===== src/rtl/fetch_pkg.sv =====
// Shared types and sizing for the instruction-fetch front end.
package fetch_pkg;

  localparam int FETCH_BUF_DEPTH = 2;
  localparam int INST_BYTES      = 4;

  typedef enum logic [1:0] {
    REQ   = 2'd0,
    WAIT  = 2'd1,
    DRAIN = 2'd2,
    HALT  = 2'd3
  } state_t;

  typedef struct packed {
    logic [31:0] data;
    logic [31:0] pc;
    logic        fault;
  } fifo_entry_t;

endpackage


===== src/rtl/fetch_inst_fifo.sv =====
// Two-entry instruction buffer between fetch and decode; flush beats push.
module fetch_inst_fifo
  import fetch_pkg::*;
(
  input  logic        clk,
  input  logic        rst_n,
  input  logic        push_i,
  input  logic        pop_i,
  input  logic        flush_i,
  input  fifo_entry_t wdata_i,
  output fifo_entry_t head_o,
  output logic [1:0]  count_o
);

  fifo_entry_t mem_q [FETCH_BUF_DEPTH];
  logic        rd_q;
  logic        wr_q;
  logic [1:0]  count_q;
  logic        do_push;
  logic        do_pop;

  assign do_pop  = pop_i && (count_q != 2'd0);
  // A push into a full buffer is fine when the head leaves in the same cycle.
  assign do_push = push_i && ((count_q != 2'(FETCH_BUF_DEPTH)) || do_pop);

  always_ff @(posedge clk or negedge rst_n) begin
    if (!rst_n) begin
      rd_q    <= 1'b0;
      wr_q    <= 1'b0;
      count_q <= 2'd0;
      for (int i = 0; i < FETCH_BUF_DEPTH; i++) mem_q[i] <= '0;
    end else if (flush_i) begin
      rd_q    <= 1'b0;
      wr_q    <= 1'b0;
      count_q <= 2'd0;
    end else begin
      if (do_push) begin
        mem_q[wr_q] <= wdata_i;
        wr_q        <= ~wr_q;
      end
      if (do_pop) rd_q <= ~rd_q;
      count_q <= count_q + {1'b0, do_push} - {1'b0, do_pop};
    end
  end

  assign head_o  = mem_q[rd_q];
  assign count_o = count_q;

endmodule


===== src/rtl/fetch_pc_sequencer.sv =====
// Fetch PC sequencer: one outstanding imem request, 2-entry buffer to decode, redirect flush.
// Optional macro FETCH_MISALIGN_TRAP_EN turns misaligned redirect targets into a fault entry plus HALT.
module fetch_pc_sequencer
  import fetch_pkg::*;
#(
  parameter logic [31:0] RESET_PC = 32'h0000_0000
) (
  input  logic        clk,
  input  logic        rst_n,
  input  logic        redirect_valid,
  input  logic [31:0] redirect_pc,
  output logic        imem_req_valid,
  output logic [31:0] imem_req_addr,
  input  logic        imem_req_ready,
  input  logic        imem_rsp_valid,
  input  logic [31:0] imem_rsp_data,
  output logic        inst_valid,
  output logic [31:0] inst_data,
  output logic [31:0] inst_pc,
  output logic        inst_fault,
  input  logic        inst_ready,
  output logic [1:0]  dbg_state_o
);

  // Handshakes: a request/instruction transfers on a clock edge where valid && ready;
  // valid here never depends on ready, and an unaccepted request may be retracted by a redirect.

  state_t      state_q, state_d;
  logic [31:0] pc_q, pc_d;
  logic [31:0] req_pc_q, req_pc_d;
  logic        fault_pend_q, fault_pend_d;
  logic        started_q;
  logic [31:0] tgt_pc;
  logic        tgt_misaligned;
  logic        req_fire;
  logic        need_drain;
  logic        fifo_push, fifo_pop, fifo_flush;
  fifo_entry_t fifo_wdata, fifo_head;
  logic [1:0]  fifo_count;

`ifdef FETCH_MISALIGN_TRAP_EN
  assign tgt_pc         = redirect_pc;
  assign tgt_misaligned = (redirect_pc[1:0] != 2'b00);
  assign inst_fault     = inst_valid && fifo_head.fault;
`else
  logic unused_bits;
  assign tgt_pc         = {redirect_pc[31:2], 2'b00};
  assign tgt_misaligned = 1'b0;
  assign inst_fault     = 1'b0;
  assign unused_bits    = ^{redirect_pc[1:0], fifo_head.fault};
`endif

  // started_q keeps the request low until the first edge after reset release.
  assign imem_req_valid = started_q && (state_q == REQ) && (fifo_count < 2'(FETCH_BUF_DEPTH));
  assign imem_req_addr  = {pc_q[31:2], 2'b00};
  assign req_fire       = imem_req_valid && imem_req_ready;

  assign inst_valid  = (fifo_count != 2'd0);
  assign inst_data   = inst_valid ? fifo_head.data : 32'd0;
  assign inst_pc     = inst_valid ? fifo_head.pc : 32'd0;
  assign fifo_pop    = inst_valid && inst_ready && !redirect_valid;
  assign dbg_state_o = state_q;

  always_comb begin
    state_d      = state_q;
    pc_d         = pc_q;
    req_pc_d     = req_pc_q;
    fault_pend_d = fault_pend_q;
    need_drain   = 1'b0;
    fifo_push    = 1'b0;
    fifo_flush   = 1'b0;
    fifo_wdata   = '{data: imem_rsp_data, pc: req_pc_q, fault: 1'b0};
    if (redirect_valid) begin
      fifo_flush   = 1'b1;
      pc_d         = tgt_pc;
      fault_pend_d = tgt_misaligned;
      // A request accepted in the redirect cycle is in flight and must be drained too.
      case (state_q)
        REQ:     need_drain = req_fire;
        WAIT:    need_drain = !imem_rsp_valid;
        DRAIN:   need_drain = !imem_rsp_valid;
        default: need_drain = 1'b0;
      endcase
      state_d = need_drain ? DRAIN : (tgt_misaligned ? HALT : REQ);
    end else begin
      case (state_q)
        REQ: if (req_fire) begin
          req_pc_d = pc_q;
          pc_d     = pc_q + 32'(INST_BYTES);
          state_d  = WAIT;
        end
        WAIT: if (imem_rsp_valid) begin
          fifo_push = 1'b1;
          state_d   = REQ;
        end
        DRAIN: if (imem_rsp_valid) state_d = fault_pend_q ? HALT : REQ;
        HALT: if (fault_pend_q) begin
          fifo_push    = 1'b1;
          fifo_wdata   = '{data: 32'd0, pc: pc_q, fault: 1'b1};
          fault_pend_d = 1'b0;
        end
        default: state_d = REQ;
      endcase
    end
  end

  always_ff @(posedge clk or negedge rst_n) begin
    if (!rst_n) begin
      state_q      <= REQ;
      pc_q         <= RESET_PC;
      req_pc_q     <= RESET_PC;
      fault_pend_q <= 1'b0;
      started_q    <= 1'b0;
    end else begin
      state_q      <= state_d;
      pc_q         <= pc_d;
      req_pc_q     <= req_pc_d;
      fault_pend_q <= fault_pend_d;
      started_q    <= 1'b1;
    end
  end

  fetch_inst_fifo u_fifo (
    .clk     (clk),
    .rst_n   (rst_n),
    .push_i  (fifo_push),
    .pop_i   (fifo_pop),
    .flush_i (fifo_flush),
    .wdata_i (fifo_wdata),
    .head_o  (fifo_head),
    .count_o (fifo_count)
  );

endmodule

===== config.mk =====
export PLATFORM = sky130hd
export DESIGN_NAME = fetch_pc_sequencer
export DESIGN_NICKNAME = d
export VERILOG_FILES = /design/src/rtl/fetch_pkg.sv /design/src/rtl/fetch_inst_fifo.sv /design/src/rtl/fetch_pc_sequencer.sv
export SDC_FILE = /design/constraint.sdc
export NUM_CORES = 1
export LEC_CHECK = 0
export BUFFER_PORTS_ARGS = -buffer_cell sky130_fd_sc_hd__clkbuf_2
export CORE_MARGIN = 4
export CORE_UTILIZATION = 50
export DETAILED_ROUTE_END_ITERATION = 12
export PLACE_DENSITY = 0.76
export SLEW_MARGIN = 20
export SYNTH_ARGS = -nofsm -noshare
export SYNTH_HDL_FRONTEND = slang
export SYNTH_SLANG_ARGS = --single-unit

===== constraint.sdc =====
create_clock -name clk -period 2.01 [get_ports clk]
set_input_delay 0.402 -clock clk [delete_from_list [all_inputs] [get_ports clk]]
set_output_delay 0.402 -clock clk [all_outputs]
set_load 0.02 [all_outputs]

==> implementation parameters, run 1 <==
Parameter                              Value

Run status
  Status    finished, violations left
  Failing checks    negative setup slack

Synthesis
  Post-synthesis cell type with the largest combined area    sky130_fd_sc_hd__dfrtp_1
  Cell count after synthesis    722
  Average instance area after synthesis    12.2 um^2
  Distinct cell type count after synthesis    37
  Combined area of all synthesized cells    8840 um^2
  Synth top area share    54.1%
  Most instantiated flip-flop cell in the synthesis netlist    sky130_fd_sc_hd__dfrtp_1
  Portion of the post-synthesis area used by sequential elements    54.1%
  Synth top area cells    sky130_fd_sc_hd__dfrtp_1, sky130_fd_sc_hd__mux2_2, sky130_fd_sc_hd__mux2i_1, sky130_fd_sc_hd__nor2_1, sky130_fd_sc_hd__or4_1
  Post-synthesis register bit count    191
  Share of synthesized registers carrying an async set or reset    100%
  Count of warnings emitted by yosys    0
  Number of enable-type register cells in the synthesized netlist    0

Clocking
  Clock-pin slew on the worst setup and hold paths    0.07 ns
  Clock tree from TritonCTS    done
  Worst-Skew Late Latency    0.42 ns
  Clock Root Buffer    sky130_fd_sc_hd__clkbuf_16
  Deepest level of the CTS H-tree    4
  Buffer levels on the longest clock path    2
  Total clock buffers created by CTS    17
  Sink count of the clock tree    191

Worst setup path
  Worst endpoint required time    1.61 ns
  Category of the most critical setup path    reg2out
  Critical Path Source Type    flop
  Worst-path fanout max    5
  Crit. End Element    output pin
  Worst Path Arrival    1.69 ns

Die
  Floorplan die area    19900 um^2
  Count of standard-cell rows    48
  Die X    141 um
  I/O pins    171
  Die span in y    141 um
  Initial Util    51.1%
  CORE AREA    17300 um^2

Finish
  Post-layout instance area    11900 um^2
  Share of cells above drive strength 1    51.6%
  Ant. Diodes    0
  Growth of design area from synthesis to finish    34.9%
  Net count reported at finish    1018
  Utilization of the core after routing    68.9%

STA
  Final worst path period share    104%
  Final hold violation count    0
  Maximum clock skew at final layout    0.00710 ns
  Final TNS setup    -1.05 ns
  Crit path time final    2.10 ns
  Worst setup margin    -0.0859 ns
  Number of pins with negative max-slew slack in the final report    0
  RSZ-0062 raised after global routing    yes
  Peak clock frequency supported by timing    477 MHz
  Final setup violation count    31

Placed design
  Dpl hpwl    13800 um
  RD Place Congestion    0.871
  Port Buf Inserts    163
  Placed inst area    10400 um^2

Global route
  Initial antenna violation count    0
  Maximum number of pins on one net before global-route repair    49
  Residual overflow from global routing    0
  Tot GR Track Use    21.9%
  First-pass GRT wire length    34600 um
  Vias in the first global route    6664

Pwr
  Static leakage    5.38 nW
  Int Power    10.1 mW
  Combinational share of power    36.3%
  Net switching component of the power    4.85 mW
  Overall power of the completed layout    14.9 mW
  Peak ir drop on the vdd network    697 uV
  Net Sw Frac    32.5%
  Relative contribution of the clock network to total power    22.2%
  Pwr/cell area    1250 nW/um^2
  Proportion of power drawn by flip-flops and latches    41.4%

Drt
  Routed Antenna Nets    0
  DR iter-0 viols    311
  Vias per inst    5.53
  Top Layer Used    met4
  Vias after detailed routing    6513
  DRT Wirelength    22300 um
  Routed length on met3    1070 um
  Wire length on met1    9900 um
  Total DRC errors in the routed layout    0
  Wire length on met2    11100 um
  Average detailed-routed wire length per instance    19.0 um
  Number of optimization iterations in the first detailed-route pass    4

Worst hold path
  Min-Delay Path Class    in2reg

Run
  Maximum Capacitance Violations    0
## cell families (layout without fill, tap and decap cells)
family	after synthesis	in the layout	synth area share, %
simple gates	176	177	9.74
mux	218	218	26.9
xor+xnor	12	12	1.19
compound gates	55	55	4.02
other cells	2	6	0.0849
flops	191	191	54.1
fa+ha+maj	7	7	0.991
buf+inv	61	287	3.04
## power groups by stage
stage	Sequential, mW	Combinational [mW]	Clock (mW)
4_1_cts	6.06	4.83	3.38
5_1_grt	6.36	5.84	3.55
3_5_place_dp	6.12	4.32	0
3_3_place_gp	6.05	4.18	0
2_1_floorplan	5.99	2.93	0
6_report	6.18	5.42	3.31
## worst paths after layout
path / start / endpoint / slack [ns] / depth (start not counted)
min reg2reg: u_fifo.mem_q[37] / u_fifo.mem_q[37] / 0.51 / 1
max in group asynchronous: rst_n / dbg_state_o[1] / 0.89 / 3
max reg2reg: u_fifo.count_o[1] / u_fifo.count_o[1] / 0.01 / 12
min: redirect_pc[2] / pc_q[2] / 0.19 / 3
min in group asynchronous: rst_n / req_pc_q[9] / 0.48 / 2
max: u_fifo.rd_q / inst_data[7] / -0.09 / 5
## flip-flops by register name, indices dropped and copies added (netlist names)
name / cells
u_fifo.mem_q: 124
u_fifo.count_o: 2
u_fifo.wr_q: 1
u_fifo.rd_q: 1
dbg_state_o: 2
pc_q: 30
started_q: 1
req_pc_q: 30
## cell usage after synthesis (all sizes together), types with 4 or more instances
cell,count
ha,7
nand4,9
mux2,155
o31ai,16
nand3,12
o21ai,13
and3,6
clkbuf,18
or4,19
xor2,8
a31oi,19
inv,12
dfrtp,191
nand2,25
buf,31
mux2i,63
xnor2,4
nor2,88
## cells in the final DEF (no fill, tap or decap), types with 10 or more instances in the layout
| cell type | count |
|---|---|
| sky130_fd_sc_hd__dfrtp_1 | 185 |
| sky130_fd_sc_hd__nor2_1 | 65 |
| sky130_fd_sc_hd__nor2_2 | 13 |
| sky130_fd_sc_hd__nand2_1 | 22 |
| sky130_fd_sc_hd__nor2_4 | 10 |
| sky130_fd_sc_hd__mux2_2 | 155 |
| sky130_fd_sc_hd__o31ai_1 | 14 |
| sky130_fd_sc_hd__a31oi_1 | 19 |
| sky130_fd_sc_hd__buf_12 | 12 |
| sky130_fd_sc_hd__clkbuf_16 | 22 |
| sky130_fd_sc_hd__buf_4 | 79 |
| sky130_fd_sc_hd__or4_1 | 17 |
| sky130_fd_sc_hd__buf_6 | 27 |
| sky130_fd_sc_hd__clkbuf_2 | 101 |
| sky130_fd_sc_hd__mux2i_1 | 49 |
| sky130_fd_sc_hd__nand3_1 | 11 |
| sky130_fd_sc_hd__o21ai_0 | 13 |
## final cells by class
| cell class | instances | area [um^2] |
|---|---|---|
| fillers | 1234 | 5370 |
| flip-flops and latches | 191 | 4790 |
| multi-input cells | 475 | 4170 |
| repair buffers | 244 | 2060 |
| clock buffers | 18 | 439 |
| well taps | 225 | 282 |
| clock inverters | 13 | 140 |
| inverters | 12 | 45.0 |
## through the flow
stage / setup WS [ns] / hold WS [ns] / std cells
after detailed placement: -0.0510 / 0.379 / 1122
after global placement: -0.0342 / 0.380 / 1122
after global routing: -0.159 / 0.200 / 1178
after CTS: -0.0763 / 0.174 / 1170
final: -0.0859 / 0.186 / 1178
after floorplan: -0.0763 / 0.106 / 726
## routing by layer
layer	vias to the layer above	global-route usage (%)
met5	-	0
met4	0	5.51
met3	20	3.83
met2	175	36.5
met1	3300	30.0
li1	3018	-
## worst max-delay path: stages, from the launching register on
cell,delay [ns]
sky130_fd_sc_hd__dfrtp_4,0.55
sky130_fd_sc_hd__buf_12,0.18
sky130_fd_sc_hd__buf_16,0.14
sky130_fd_sc_hd__mux2i_1,0.12
sky130_fd_sc_hd__nor2_1,0.12
sky130_fd_sc_hd__buf_4,0.16
## what timing repair did
| item | CTS | global route |
|---|---|---|
| pin swaps | 7 | 11 |
| endpoints found under the setup margin | 72 | 133 |
| gates resized for setup | 55 | 166 |
| buffers inserted | 9 | 5 |
| hold buffers | 1 | 0 |
| cloned | 7 | 6 |
| hold endpoints to repair | 44 | 0 |
Power figures use the tool's default switching activity.
==> run 2, diff against run 1 <==
--- a/config.mk
+++ b/config.mk
@@ -10,6 +10,7 @@
 export CORE_UTILIZATION = 50
 export DETAILED_ROUTE_END_ITERATION = 12
 export PLACE_DENSITY = 0.76
+export SETUP_SLACK_MARGIN = 0.15
 export SLEW_MARGIN = 20
 export SYNTH_ARGS = -nofsm -noshare
 export SYNTH_HDL_FRONTEND = slang
==> implementation parameters, run 2 (synthesis gave the netlist of run 1 again) <==
Parameter                              Value

Worst setup path
  List of cells traversed by the critical path    buf_6 -> buf_6 -> nand4b_4 -> or4_4 -> buf_6 -> or4_1 -> a31oi_1
  Category of the most critical setup path    reg2reg
  Crit-path slowest cell    sky130_fd_sc_hd__or4_4
  Worst Path Arrival    2.49 ns
  Kind of cell adding the most delay to the critical path    simple AND/OR/NAND/NOR gates
  Most numerous cell on the critical path    sky130_fd_sc_hd__buf_6
  Delay of the slowest critical-path stage    0.45 ns
  Buffers & Inverters on Critical Path    3
  Critical Path Source Type    flop
  Worst-path fanout max    10
  Crit. End Element    flop
  Worst endpoint required time    2.35 ns

Finish
  Biggest registers after layout    u_fifo.mem_q: 124 flops, pc_q: 30 flops, req_pc_q: 30 flops
  Ant. Diodes    0
  Commonest cells after routing, fill and taps aside    sky130_fd_sc_hd__dfrtp_1, sky130_fd_sc_hd__clkbuf_2, sky130_fd_sc_hd__mux2_4
  Growth of design area from synthesis to finish    46.9%
  Net count reported at finish    1045
  Sequential cell area in the final layout    4790 um^2
  Most common cell after layout, fill and taps aside    sky130_fd_sc_hd__dfrtp_1
  Non-filler instance count after layout    1206
  Flip-flop count of the largest register after layout    124
  Fillers    1066
  Area of the multi-input gates    4630 um^2
  Share of cells above drive strength 1    56.3%
  Register containing the most flip-flops in the final layout    u_fifo.mem_q

Die
  Count of standard-cell rows    48
  Floorplan die area    19900 um^2
  Die X    141 um
  Initial Util    51.1%
  I/O pins    171
  CORE AREA    17300 um^2
  Die span in y    141 um

Global route
  Global routing met1 resource utilization    30.8%
  Maximum number of pins on one net before global-route repair    61
  Grt peak-use layer    met2
  Tot GR Track Use    22.8%
  Initial antenna violation count    0
  Met3 demand-to-capacity share in global routing    4.61%
  Vias in the first global route    6902
  Residual overflow from global routing    0
  Met2 routing resource usage after global routing    37.6%
  First-pass GRT wire length    35900 um

Clocking
  Deepest level of the CTS H-tree    4
  Clock Root Buffer    sky130_fd_sc_hd__clkbuf_16
  Clock tree from TritonCTS    done
  Sink count of the clock tree    191
  Clock-pin slew on the worst setup and hold paths    0.07 ns
  Worst-Skew Late Latency    0.43 ns
  Buffer levels on the longest clock path    2
  Total clock buffers created by CTS    17

Pwr
  Relative contribution of the clock network to total power    20.2%
  Pwr/cell area    1260 nW/um^2
  Combinational share of power    41.2%
  Static leakage    5.95 nW
  Net Sw Frac    33.5%
  Peak ir drop on the vdd network    888 uV
  Overall power of the completed layout    16.4 mW
  Net switching component of the power    5.48 mW
  Proportion of power drawn by flip-flops and latches    38.6%
  Int Power    10.9 mW

STA
  Final setup violation count    131
  Crit path time final    2.16 ns
  RSZ-0062 raised after global routing    yes
  Final hold violation count    0
  Number of pins with negative max-slew slack in the final report    0
  Peak clock frequency supported by timing    464 MHz
  Final worst path period share    107%
  Worst setup margin    -0.147 ns
  Maximum clock skew at final layout    0.0122 ns

Drt
  Routed Antenna Nets    0
  Vias per inst    5.83
  Number of optimization iterations in the first detailed-route pass    5
  Vias after detailed routing    7031
  Average detailed-routed wire length per instance    22.1 um
  DR iter-0 viols    499
  Total DRC errors in the routed layout    0
  DRT Wirelength    26600 um

Placed design
  RD Place Congestion    0.850
  Dpl hpwl    13600 um
  Setup slack at placement    -0.0179 ns
  Placed Cells incl. Taps    1120
  Port Buf Inserts    163

Worst hold path
  Min-Delay Path Class    in2reg

Run status
  Failing checks    negative setup slack
  Status    finished, violations left

Run
  Maximum Capacitance Violations    0
[run 2: power by group through the flow]
| stage | clock, mW | combinational, mW | sequential [mW] |
|---|---|---|---|
| after floorplan | 0 | 2.97 | 5.99 |
| after global placement | 0 | 4.18 | 6.06 |
| after detailed placement | 0 | 4.30 | 6.13 |
| after CTS | 3.33 | 5.35 | 6.11 |
| after global routing | 3.49 | 7.14 | 6.46 |
| final | 3.30 | 6.74 | 6.31 |
[run 2: stage by stage]
stage | TNS, ns | util (%) | hold WS [ns] | cell area, um^2
6_report | -6.29 | 75.1 | 0.178 | 13000
3_5_place_dp | -0.0541 | 60.3 | 0.348 | 10400
2_1_floorplan | -0.179 | - | 0.106 | 8980
5_1_grt | -13.30 | 75.1 | 0.186 | 13000
4_1_cts | -3.95 | 67.9 | 0.169 | 11700
3_3_place_gp | -0.00660 | 60.3 | 0.344 | 10400
[run 2: worst paths after layout]
| path | startpoint | end | slack, ns | depth (start not counted) |
|---|---|---|---|---|
| max | u_fifo.count_o[1] | pc_q[30] | -0.15 | 7 |
| min | redirect_pc[7] | pc_q[7] | 0.18 | 3 |
| max reg2reg | u_fifo.count_o[1] | pc_q[30] | -0.15 | 7 |
| min reg2reg | u_fifo.mem_q[56] | u_fifo.mem_q[56] | 0.51 | 1 |
| max in group asynchronous | rst_n | u_fifo.mem_q[114] | 0.90 | 3 |
| min in group asynchronous | rst_n | pc_q[28] | 0.45 | 2 |
[run 2: timing repair]
action | in CTS | in global routing
pin swaps | 22 | 19
gates resized for setup | 117 | 249
cloned | 8 | 16
hold buffers | 1 | 0
buffers inserted | 12 | 17
setup endpoints to repair | 175 | 240
endpoints found under the hold margin | 35 | 0
[run 2: layer usage]
layer	part of all wire, %	routed length (um)
met1	41	11000
met2	50	13300
met3	6.2	1660
met4	2.5	662
met5	0	0
[run 2: area by class of cell]
class	instances	area share, %
tap	225	2.17
timing repair buffer	270	20.5
clock buffer	18	3.38
multi-input combinational	476	35.6
inverter	12	0.385
sequential	191	36.9
clock inverter	14	1.02
[run 2: worst reg2reg max path: stages, from the launching register on]
cell                       delay (ns)
sky130_fd_sc_hd__dfrtp_1         0.40
sky130_fd_sc_hd__buf_6           0.12
sky130_fd_sc_hd__buf_6           0.11
sky130_fd_sc_hd__nand4b_4        0.20
sky130_fd_sc_hd__or4_4           0.45
sky130_fd_sc_hd__buf_6           0.16
sky130_fd_sc_hd__or4_1           0.42
sky130_fd_sc_hd__a31oi_1         0.20
==> run 3, diff against run 2 <==
--- a/config.mk
+++ b/config.mk
@@ -6,6 +6,7 @@
 export NUM_CORES = 1
 export LEC_CHECK = 0
 export BUFFER_PORTS_ARGS = -buffer_cell sky130_fd_sc_hd__clkbuf_2
+export CORE_ASPECT_RATIO = 1.4
 export CORE_MARGIN = 4
 export CORE_UTILIZATION = 50
 export DETAILED_ROUTE_END_ITERATION = 12
==> implementation parameters, run 3 (synthesis gave the netlist of run 1 again) <==
Parameter                              Value

Clocking
  Clock-pin slew on the worst setup and hold paths    0.07 ns
  Sink count of the clock tree    191
  Worst-Skew Late Latency    0.44 ns
  Clock Root Buffer    sky130_fd_sc_hd__clkbuf_16
  Buffer levels on the longest clock path    2
  Clock tree from TritonCTS    done
  Total clock buffers created by CTS    17
  Deepest level of the CTS H-tree    4

Worst setup path
  Worst-path fanout max    7
  Category of the most critical setup path    reg2out
  Crit. End Element    output pin
  Worst endpoint required time    1.61 ns
  Worst Path Arrival    1.74 ns
  Critical Path Source Type    flop

Finish
  Net count reported at finish    1043
  Fillers    1122
  Growth of design area from synthesis to finish    44.8%
  Share of cells above drive strength 1    55.9%
  Post-layout instance area    12800 um^2
  Commonest cells after routing, fill and taps aside    sky130_fd_sc_hd__dfrtp_1, sky130_fd_sc_hd__mux2_2, sky130_fd_sc_hd__clkbuf_2
  Non-filler instance count after layout    1216
  Most common cell after layout, fill and taps aside    sky130_fd_sc_hd__dfrtp_1
  Flip-flop count of the largest register after layout    124
  Biggest registers after layout    u_fifo.mem_q: 124 flops, pc_q: 30 flops, req_pc_q: 30 flops
  Register containing the most flip-flops in the final layout    u_fifo.mem_q

Run
  Maximum Capacitance Violations    0

Die
  Count of standard-cell rows    57
  CORE AREA    17400 um^2
  Die X    120 um
  Initial Util    50.8%
  Die span in y    165 um
  Floorplan die area    19900 um^2
  I/O pins    171

Pwr
  Net switching component of the power    5.39 mW
  Overall power of the completed layout    15.9 mW
  Peak ir drop on the vdd network    758 uV
  Proportion of power drawn by flip-flops and latches    39.7%
  Relative contribution of the clock network to total power    20.5%
  Static leakage    5.78 nW
  Int Power    10.5 mW
  Net Sw Frac    33.9%
  Pwr/cell area    1240 nW/um^2
  Combinational share of power    39.8%

Drt
  Routed Antenna Nets    0
  DR iter-0 viols    529
  Vias per inst    5.71
  Number of optimization iterations in the first detailed-route pass    5
  Vias after detailed routing    6938
  DRT Wirelength    26100 um
  Total DRC errors in the routed layout    0
  Average detailed-routed wire length per instance    21.5 um

Global route
  Initial antenna violation count    1
  Maximum number of pins on one net before global-route repair    51
  First-pass GRT wire length    35700 um
  Tot GR Track Use    23.0%
  Vias in the first global route    6820
  Residual overflow from global routing    0

STA
  Peak clock frequency supported by timing    466 MHz
  Final setup violation count    68
  Final-layout worst hold slack    0.168 ns
  Maximum clock skew at final layout    0.00957 ns
  Final worst path period share    107%
  RSZ-0062 raised after global routing    yes
  Crit path time final    2.15 ns
  Number of pins with negative max-slew slack in the final report    0
  Final TNS setup    -3.45 ns
  Worst setup margin    -0.135 ns
  Final hold violation count    0

Placed design
  Placed inst area    10400 um^2
  Dpl hpwl    14500 um
  Port Buf Inserts    163
  RD Place Congestion    0.801
  Placed Cells incl. Taps    1133

Run status
  Failing checks    negative setup slack
  Status    finished, violations left

Worst hold path
  Min-Delay Path Class    in2reg
run 3: changes by cell type in the layout (fill, tap and decap cells not counted), sizes merged:
cell | previous run | this run
clkbuf | 136 | 137
clkinvlp | 5 | 0
clkinv | 3 | 4
buf | 151 | 150
diode | 0 | 1
inv | 17 | 21
bufinv | 1 | 0
or3 | 4 | 3
run 3: final timing paths:
check | startpoint | end | cells after the start | slack [ns]
max in group asynchronous | rst_n | u_fifo.rd_q | 3 | 0.90
min in group asynchronous | rst_n | u_fifo.mem_q[113] | 2 | 0.46
min reg2reg | u_fifo.mem_q[89] | u_fifo.mem_q[89] | 1 | 0.51
max reg2reg | dbg_state_o[1] | pc_q[23] | 7 | -0.08
max | u_fifo.rd_q | inst_pc[4] | 5 | -0.14
min | redirect_pc[3] | pc_q[3] | 3 | 0.17
run 3: layout make-up:
cell class | count | area [um^2] | share of cell area [%]
antenna | 1 | 2.50 | 0.0196
clock buffer | 19 | 443 | 3.46
clock inverter | 13 | 116 | 0.909
inverter | 12 | 47.5 | 0.371
multi-input combinational | 475 | 4500 | 35.2
sequential | 191 | 4790 | 37.4
tap | 236 | 295 | 2.31
timing repair buffer | 269 | 2600 | 20.3
run 3: power groups by stage:
stage / clock network [mW] / registers (mW) / logic (mW)
after global routing: 3.49 / 6.45 / 6.74
after floorplan: 0 / 5.99 / 2.97
after global placement: 0 / 6.07 / 4.18
after detailed placement: 0 / 6.17 / 4.31
after CTS: 3.31 / 6.13 / 5.22
final: 3.27 / 6.31 / 6.33
run 3: stage by stage:
step	setup slack, ns	utilization [%]
floorplan	-0.0203	-
global placement	0.00476	59.9
detailed placement	-0.0432	59.9
CTS	-0.0873	67.9
global route	-0.196	73.5
finish	-0.135	73.5
run 3: metal layers:
metal	global-route usage [%]	vias up	routed length, um
li1	-	3077	-
met1	26.8	3532	9830
met2	40.9	259	14000
met3	5.62	70	1340
met4	9.07	0	1020
met5	0	-	0
run 3: what timing repair did:
action	CTS	global route
hold endpoints to repair	42	0
hold buffers	1	0
setup endpoints to repair	146	206
gates resized for setup	116	211
pin swaps	20	25
cloned	7	15
setup buffers	21	7
run 3: critical path: stages, from the launching register on:
cell                        delay (ns)
sky130_fd_sc_hd__dfrtp_4          0.50
sky130_fd_sc_hd__buf_6            0.16
sky130_fd_sc_hd__clkbuf_16        0.17
sky130_fd_sc_hd__mux2i_1          0.13
sky130_fd_sc_hd__nor2_1           0.17
sky130_fd_sc_hd__buf_4            0.17
